**src/rtl/trace_capture.sv**
```systemverilog
// trace_capture: instruction-trace capture beside the CPU retire stream.
// Arms on command, triggers on a programmed PC, records a fixed-length
// window of retired {pc, inst, addr} samples into a show-ahead FIFO that a
// host drains through a valid/ready port. Samples that find the FIFO full
// are dropped and counted.
module trace_capture #(
  parameter int DEPTH_LOG2 = 4,
  parameter int CAP_LEN    = 64
) (
  input  logic        clk_in,
  input  logic        reset,
  input  logic [31:0] pc,
  input  logic [31:0] inst,
  input  logic [31:0] addr,
  input  logic        trace_en,
  input  logic        arm,
  input  logic [31:0] trig_pc,
  input  logic        rd_ready,
  output logic        rd_valid,
  output logic [31:0] rd_pc,
  output logic [31:0] rd_inst,
  output logic [31:0] rd_addr,
  output logic [1:0]  state,
  output logic [15:0] ovf_cnt
);

  localparam int DEPTH = 1 << DEPTH_LOG2;
  localparam logic [DEPTH_LOG2:0]   FULL_CNT = (DEPTH_LOG2 + 1)'(DEPTH);
  localparam logic [DEPTH_LOG2:0]   CNT_ONE  = (DEPTH_LOG2 + 1)'(1'b1);
  localparam logic [DEPTH_LOG2:0]   CNT_ZERO = (DEPTH_LOG2 + 1)'(1'b0);
  localparam logic [DEPTH_LOG2-1:0] PTR_ONE  = DEPTH_LOG2'(1'b1);
  localparam logic [DEPTH_LOG2-1:0] PTR_ZERO = DEPTH_LOG2'(1'b0);
  localparam logic [15:0]           LAST_SMP = 16'(CAP_LEN - 1);
  localparam bit                    SINGLE   = (CAP_LEN == 1);

  typedef enum logic [1:0] {
    IDLE    = 2'd0,
    ARMED   = 2'd1,
    CAPTURE = 2'd2,
    DONE    = 2'd3
  } state_t;

  state_t                state_r;
  state_t                state_next_s;
  logic [95:0]           mem_r [DEPTH];
  logic [DEPTH_LOG2-1:0] wr_ptr_r;
  logic [DEPTH_LOG2-1:0] rd_ptr_r;
  logic [DEPTH_LOG2:0]   count_r;
  logic [15:0]           smp_cnt_r;
  logic [15:0]           ovf_cnt_r;
  logic                  full_s;
  logic                  pop_s;
  logic                  sample_s;
  logic                  push_s;
  logic                  drop_s;

  assign rd_valid = (count_r != CNT_ZERO);
  assign rd_pc    = mem_r[rd_ptr_r][95:64];
  assign rd_inst  = mem_r[rd_ptr_r][63:32];
  assign rd_addr  = mem_r[rd_ptr_r][31:0];
  assign state    = state_r;
  assign ovf_cnt  = ovf_cnt_r;

  // Decide whether this cycle's retire slot is a sample and where it goes.
  always_comb begin
    full_s   = (count_r == FULL_CNT);
    pop_s    = rd_valid && rd_ready;
    sample_s = 1'b0;
    case (state_r)
      ARMED:   sample_s = trace_en && (pc == trig_pc);
      CAPTURE: sample_s = trace_en;
      default: sample_s = 1'b0;
    endcase
    // A full FIFO still accepts when the head leaves on the same edge.
    push_s = sample_s && (!full_s || pop_s);
    drop_s = sample_s && full_s && !pop_s;
  end

  // Next capture state; arm restarts the window from any state.
  always_comb begin
    state_next_s = state_r;
    if (arm) begin
      state_next_s = ARMED;
    end else begin
      case (state_r)
        IDLE: state_next_s = IDLE;
        ARMED: begin
          if (sample_s) begin
            state_next_s = SINGLE ? DONE : CAPTURE;
          end else begin
            state_next_s = ARMED;
          end
        end
        CAPTURE: begin
          // smp_cnt_r still holds the pre-edge count here.
          if (sample_s && (smp_cnt_r == LAST_SMP)) begin
            state_next_s = DONE;
          end else begin
            state_next_s = CAPTURE;
          end
        end
        DONE:    state_next_s = DONE;
        default: state_next_s = IDLE;
      endcase
    end
  end

  // Control state, FIFO pointers/occupancy and window counters.
  always_ff @(posedge clk_in) begin
    if (reset) begin
      state_r   <= IDLE;
      wr_ptr_r  <= PTR_ZERO;
      rd_ptr_r  <= PTR_ZERO;
      count_r   <= CNT_ZERO;
      smp_cnt_r <= 16'd0;
      ovf_cnt_r <= 16'd0;
    end else if (arm) begin
      state_r   <= state_next_s;
      wr_ptr_r  <= PTR_ZERO;
      rd_ptr_r  <= PTR_ZERO;
      count_r   <= CNT_ZERO;
      smp_cnt_r <= 16'd0;
      ovf_cnt_r <= 16'd0;
    end else begin
      state_r <= state_next_s;
      if (push_s) begin
        wr_ptr_r <= wr_ptr_r + PTR_ONE;
      end
      if (pop_s) begin
        rd_ptr_r <= rd_ptr_r + PTR_ONE;
      end
      case ({push_s, pop_s})
        2'b10:   count_r <= count_r + CNT_ONE;
        2'b01:   count_r <= count_r - CNT_ONE;
        default: count_r <= count_r;
      endcase
      if (sample_s) begin
        smp_cnt_r <= smp_cnt_r + 16'd1;
      end
      if (drop_s && (ovf_cnt_r != 16'hFFFF)) begin
        ovf_cnt_r <= ovf_cnt_r + 16'd1;
      end
    end
  end

  // FIFO storage; contents need no reset since occupancy gates visibility.
  always_ff @(posedge clk_in) begin
    if (push_s && !arm && !reset) begin
      mem_r[wr_ptr_r] <= {pc, inst, addr};
    end
  end

endmodule
```
**config.mk**
```make
export PLATFORM = sky130hd
export DESIGN_NAME = trace_capture
export DESIGN_NICKNAME = d
export VERILOG_FILES = /design/src/rtl/trace_capture.sv
export SDC_FILE = /design/constraint.sdc
export NUM_CORES = 1
export LEC_CHECK = 0
export ABC_AREA = 1
export BUFFER_PORTS_ARGS = -buffer_cell sky130_fd_sc_hd__buf_4
export CORE_AREA = 2 2 345 347
export CTS_CLUSTER_DIAMETER = 60
export DETAILED_ROUTE_END_ITERATION = 10
export DIE_AREA = 0 0 347 349
export GPL_ROUTABILITY_DRIVEN = 0
export PLACE_DENSITY = 0.72
export SLEW_MARGIN = 20
export SYNTH_ARGS = -nofsm -noshare
export SYNTH_HDL_FRONTEND = slang
export SYNTH_SLANG_ARGS = --single-unit
```
**constraint.sdc**
```tcl
create_clock -name clk_in -period 9.7 [get_ports clk_in]
set_input_delay 0 -clock clk_in [delete_from_list [all_inputs] [get_ports clk_in]]
set_output_delay 0 -clock clk_in [all_outputs]
set_load 0.02 [all_outputs]
```
==> results.toml <==
[detailed_routing]
dr.pass1.iters = 5
wirelength_um = 150000
drc = 0
ant_nets = 0
wire_per_inst_um = 23.0
drt_iter0_markers = 3871
num_vias = 38148
viasPerCell = 5.84

[critical_path]
startpoint_type = "flip-flop"
r2r_end = "mem_r[10][85]$_DFFE_PP_"
cp.required_ps = 10070
rrSetupSlack_ps = 5080
endpoint_kind = "flip-flop"
worstReg2RegStart = "state[1]$_SDFF_PP0_"
cp_max_fo = 53
crit_type = "flip-flop to flip-flop"
cp.arrival_ps = 4990
r2r_cells = 16

[logic_synthesis]
yosys.area.top_type = "edfxtp_1"
synth_xor_area_frac = 0.00355
synth_top_family_by_area = "compound AO/OA/AOI/OAI gates"
syn_avg_cell_area_um2 = 14.0
ys_seq_elements = 1587
yosys.area_share.simple = 0.0362
synth_top_area_frac = 0.718
yosys.cell_types.count = 44
netlist_area_um2 = 64200
synth_compound_area_frac = 0.115
synth_adder_area_share = 0.00304
ys_warn_count = 0
synthCells = 4576
muxShareOfSynthArea = 0.0598
yosysSeqAreaShare = 0.734
synthesis.nets = 4724
synthTopCellsByArea = "edfxtp_1 72%, mux2i_1 6.0%, o211ai_1 4.5%, o21ai_0 3.7%, a21oi_1 3.2%"

[die]
core_area_um2 = 117000
start_util = 0.547
die_h_um = 349
die_x_um = 347
die_area_um2 = 121000
placementRows = 126
boundaryPins = 248

[power_and_ir_drop]
ir_drop_v = 0.000161
p_per_area_nw_per_um2 = 188
power.static_leakage_nw = 24.3

[timing]
finalCriticalPeriod_ps = 4620
timing_hold_violations_final = 0
skew_ps = 29.5
final-max-slew-violation-count = 0
finalSetupViolCount = 0
worst_slew_pin_slew_ps = 1280
rsz0062_at_grt = "false"
fin_crit_sh = 0.476
setup_tns_ps = 0
relSlewSlack = 0.148
holdWs_ps = 76.7
max_freq_mhz = 216

[clock_network]
cts_max_level = 4
cts.path.max_buffers = 3
cts_tree = "yes"
clock_sinks = 1587
root_buffer = "clkbuf_16"
cts_buffers = 163
path_clk_slew_ps = 60
clk_latency_ps = 780

[cells_and_area]
syn2layout_area_growth_pct = 14.7
fillers = 8522
fin_nets = 5012
drive_gt1_frac = 0.115
finish.utilization = 0.627

[placed_design]
io_buffers = 247
dp_hpwl_um = 76600

[hold_path]
whs_path_depth = 2
min_to = "mem_r[6][60]$_DFFE_PP_"
hp-class = "input pin to flip-flop"
hp-start = "inst[28]"

[job]
cap_violations = 0

[global_route]
grt_max_degree = 235
grt_usage = 0.247
grt-ovfl-total = 0
antenna_found_initial = 6
grt_pass1_vias = 37188
grt_pass1_wl_um = 227000

[outcome]
status = "finished, final reports clean"
==> flip-flops by register name (all words and copies together), names as in the netlist, named ones only <==
register / cells
count_r: 5
mem_r: 1536
ovf_cnt: 16
rd_ptr_r: 4
smp_cnt_r: 16
state: 2
wr_ptr_r: 4
==> stage by stage <==
step / instance area (µm²) / cells / total power [mW] / worst slack (ps)
final: 73700 / 6535 / 13.8 / 5080
after global routing: 73700 / 6535 / 14.2 / 4700
after CTS: 73600 / 6529 / 13.9 / 4960
after detailed placement: 67400 / 6130 / 7.82 / 4900
after global placement: 67400 / 6130 / 7.81 / 4950
after floorplan: 64200 / 4576 / 7.68 / 895
==> area by class of cell <==
| class | instances | area [µm²] | area share |
|---|---|---|---|
| clock buffer | 208 | 4250 | 0.0576 |
| tap | 1536 | 1920 | 0.0261 |
| inverter | 488 | 1850 | 0.0252 |
| antenna | 4 | 10.0 | 0.000136 |
| sequential | 1587 | 47200 | 0.640 |
| clock inverter | 88 | 972 | 0.0132 |
| timing repair buffer | 405 | 3410 | 0.0463 |
| multi-input combinational | 2219 | 14100 | 0.191 |
==> cells in the mapped netlist, drive strengths merged <==
library cell	count
inv	485
nor2	81
clkbuf	178
xor2	14
buf	104
dfxtp	51
o21ai	474
a21oi	415
nor3b	1
nor3	11
o211ai	384
o21bai	1
mux2i	384
fa	1
o22ai	2
nand3	162
nand2	236
nor4	6
nand4	16
a22oi	1
a41oi	1
a31o	1
ha	14
xnor2	12
clkinv	3
edfxtp	1536
a31oi	2
==> critical path, stage by stage (launching register included) <==
cell	delay [ps]
dfxtp_1	340
inv_1	80
ha_1	190
inv_1	100
nor2_1	120
nand3_1	90
nor2_1	110
nand2_1	150
nor2_2	130
nand2_2	90
nand2_8	130
nand2_8	130
nor2_8	180
nand2_1	250
nor2_4	500
buf_4	620
buf_4	930
==> timing repair <==
| action | in CTS | in global routing |
|---|---|---|
| setup buffers | 0 | 0 |
| hold buffers | 103 | 0 |
| gates resized for setup | 0 | 0 |
| endpoints found under the hold margin | 1578 | 0 |
| setup endpoints to repair | 0 | 0 |
==> cells by family (layout without fill, tap and decap cells) <==
kind of cell / count (synthesis) / in the layout
and+or+nand+nor: 513 / 513
buffers and inverters: 770 / 1189
AOI/OAI and AO/OA: 1281 / 1281
muxes: 384 / 384
adders and majority gates: 15 / 15
xor gates and xnor gates: 26 / 26
DFF: 1587 / 1587
other: 0 / 4
==> report_power, final <==
group	switching (mW)	internal, mW
logic	0.130	0.0732
registers	0.000296	7.51
clock network	2.58	3.53
==> per-layer routing <==
| layer | GRT usage | part of all wire | up-vias |
|---|---|---|---|
| met1 | 0.344 | 0.42 | 18836 |
| met3 | 0.0424 | 0.073 | 264 |
| li1 | - | - | 17603 |
| met2 | 0.399 | 0.48 | 1441 |
| met5 | 0 | 0.00014 | - |
| met4 | 0.0823 | 0.027 | 4 |
==> layout by cell type (no fill, tap or decap), types with 47 or more instances in the layout <==
cell and instances:
buf_4 294, clkbuf_16 163, nand2_1 228, dfxtp_1 47
o21ai_0 470, nand3_1 161, inv_1 479, dlygate4sd3_1 103
edfxtp_1 1536, mux2i_1 384, nor2_1 60, o211ai_1 384
a21oi_1 415
==> worst max-delay path by stage <==
stage	start	end	slack, ps	cells past startpoint
final	state[1]$_SDFF_PP0_	mem_r[10][85]$_DFFE_PP_	5080	16
after global routing	state[0]$_SDFF_PP0_	mem_r[10][85]$_DFFE_PP_	4700	15
after CTS	state[1]$_SDFF_PP0_	mem_r[10][79]$_DFFE_PP_	4960	16
after detailed placement	pc[20]	mem_r[10][77]$_DFFE_PP_	4900	14
after global placement	pc[20]	mem_r[10][67]$_DFFE_PP_	4950	14
after floorplan	state[0]$_SDFF_PP0_	mem_r[3][0]$_DFFE_PP_	900	13
Note: power is estimated with default switching activity, not from simulation.
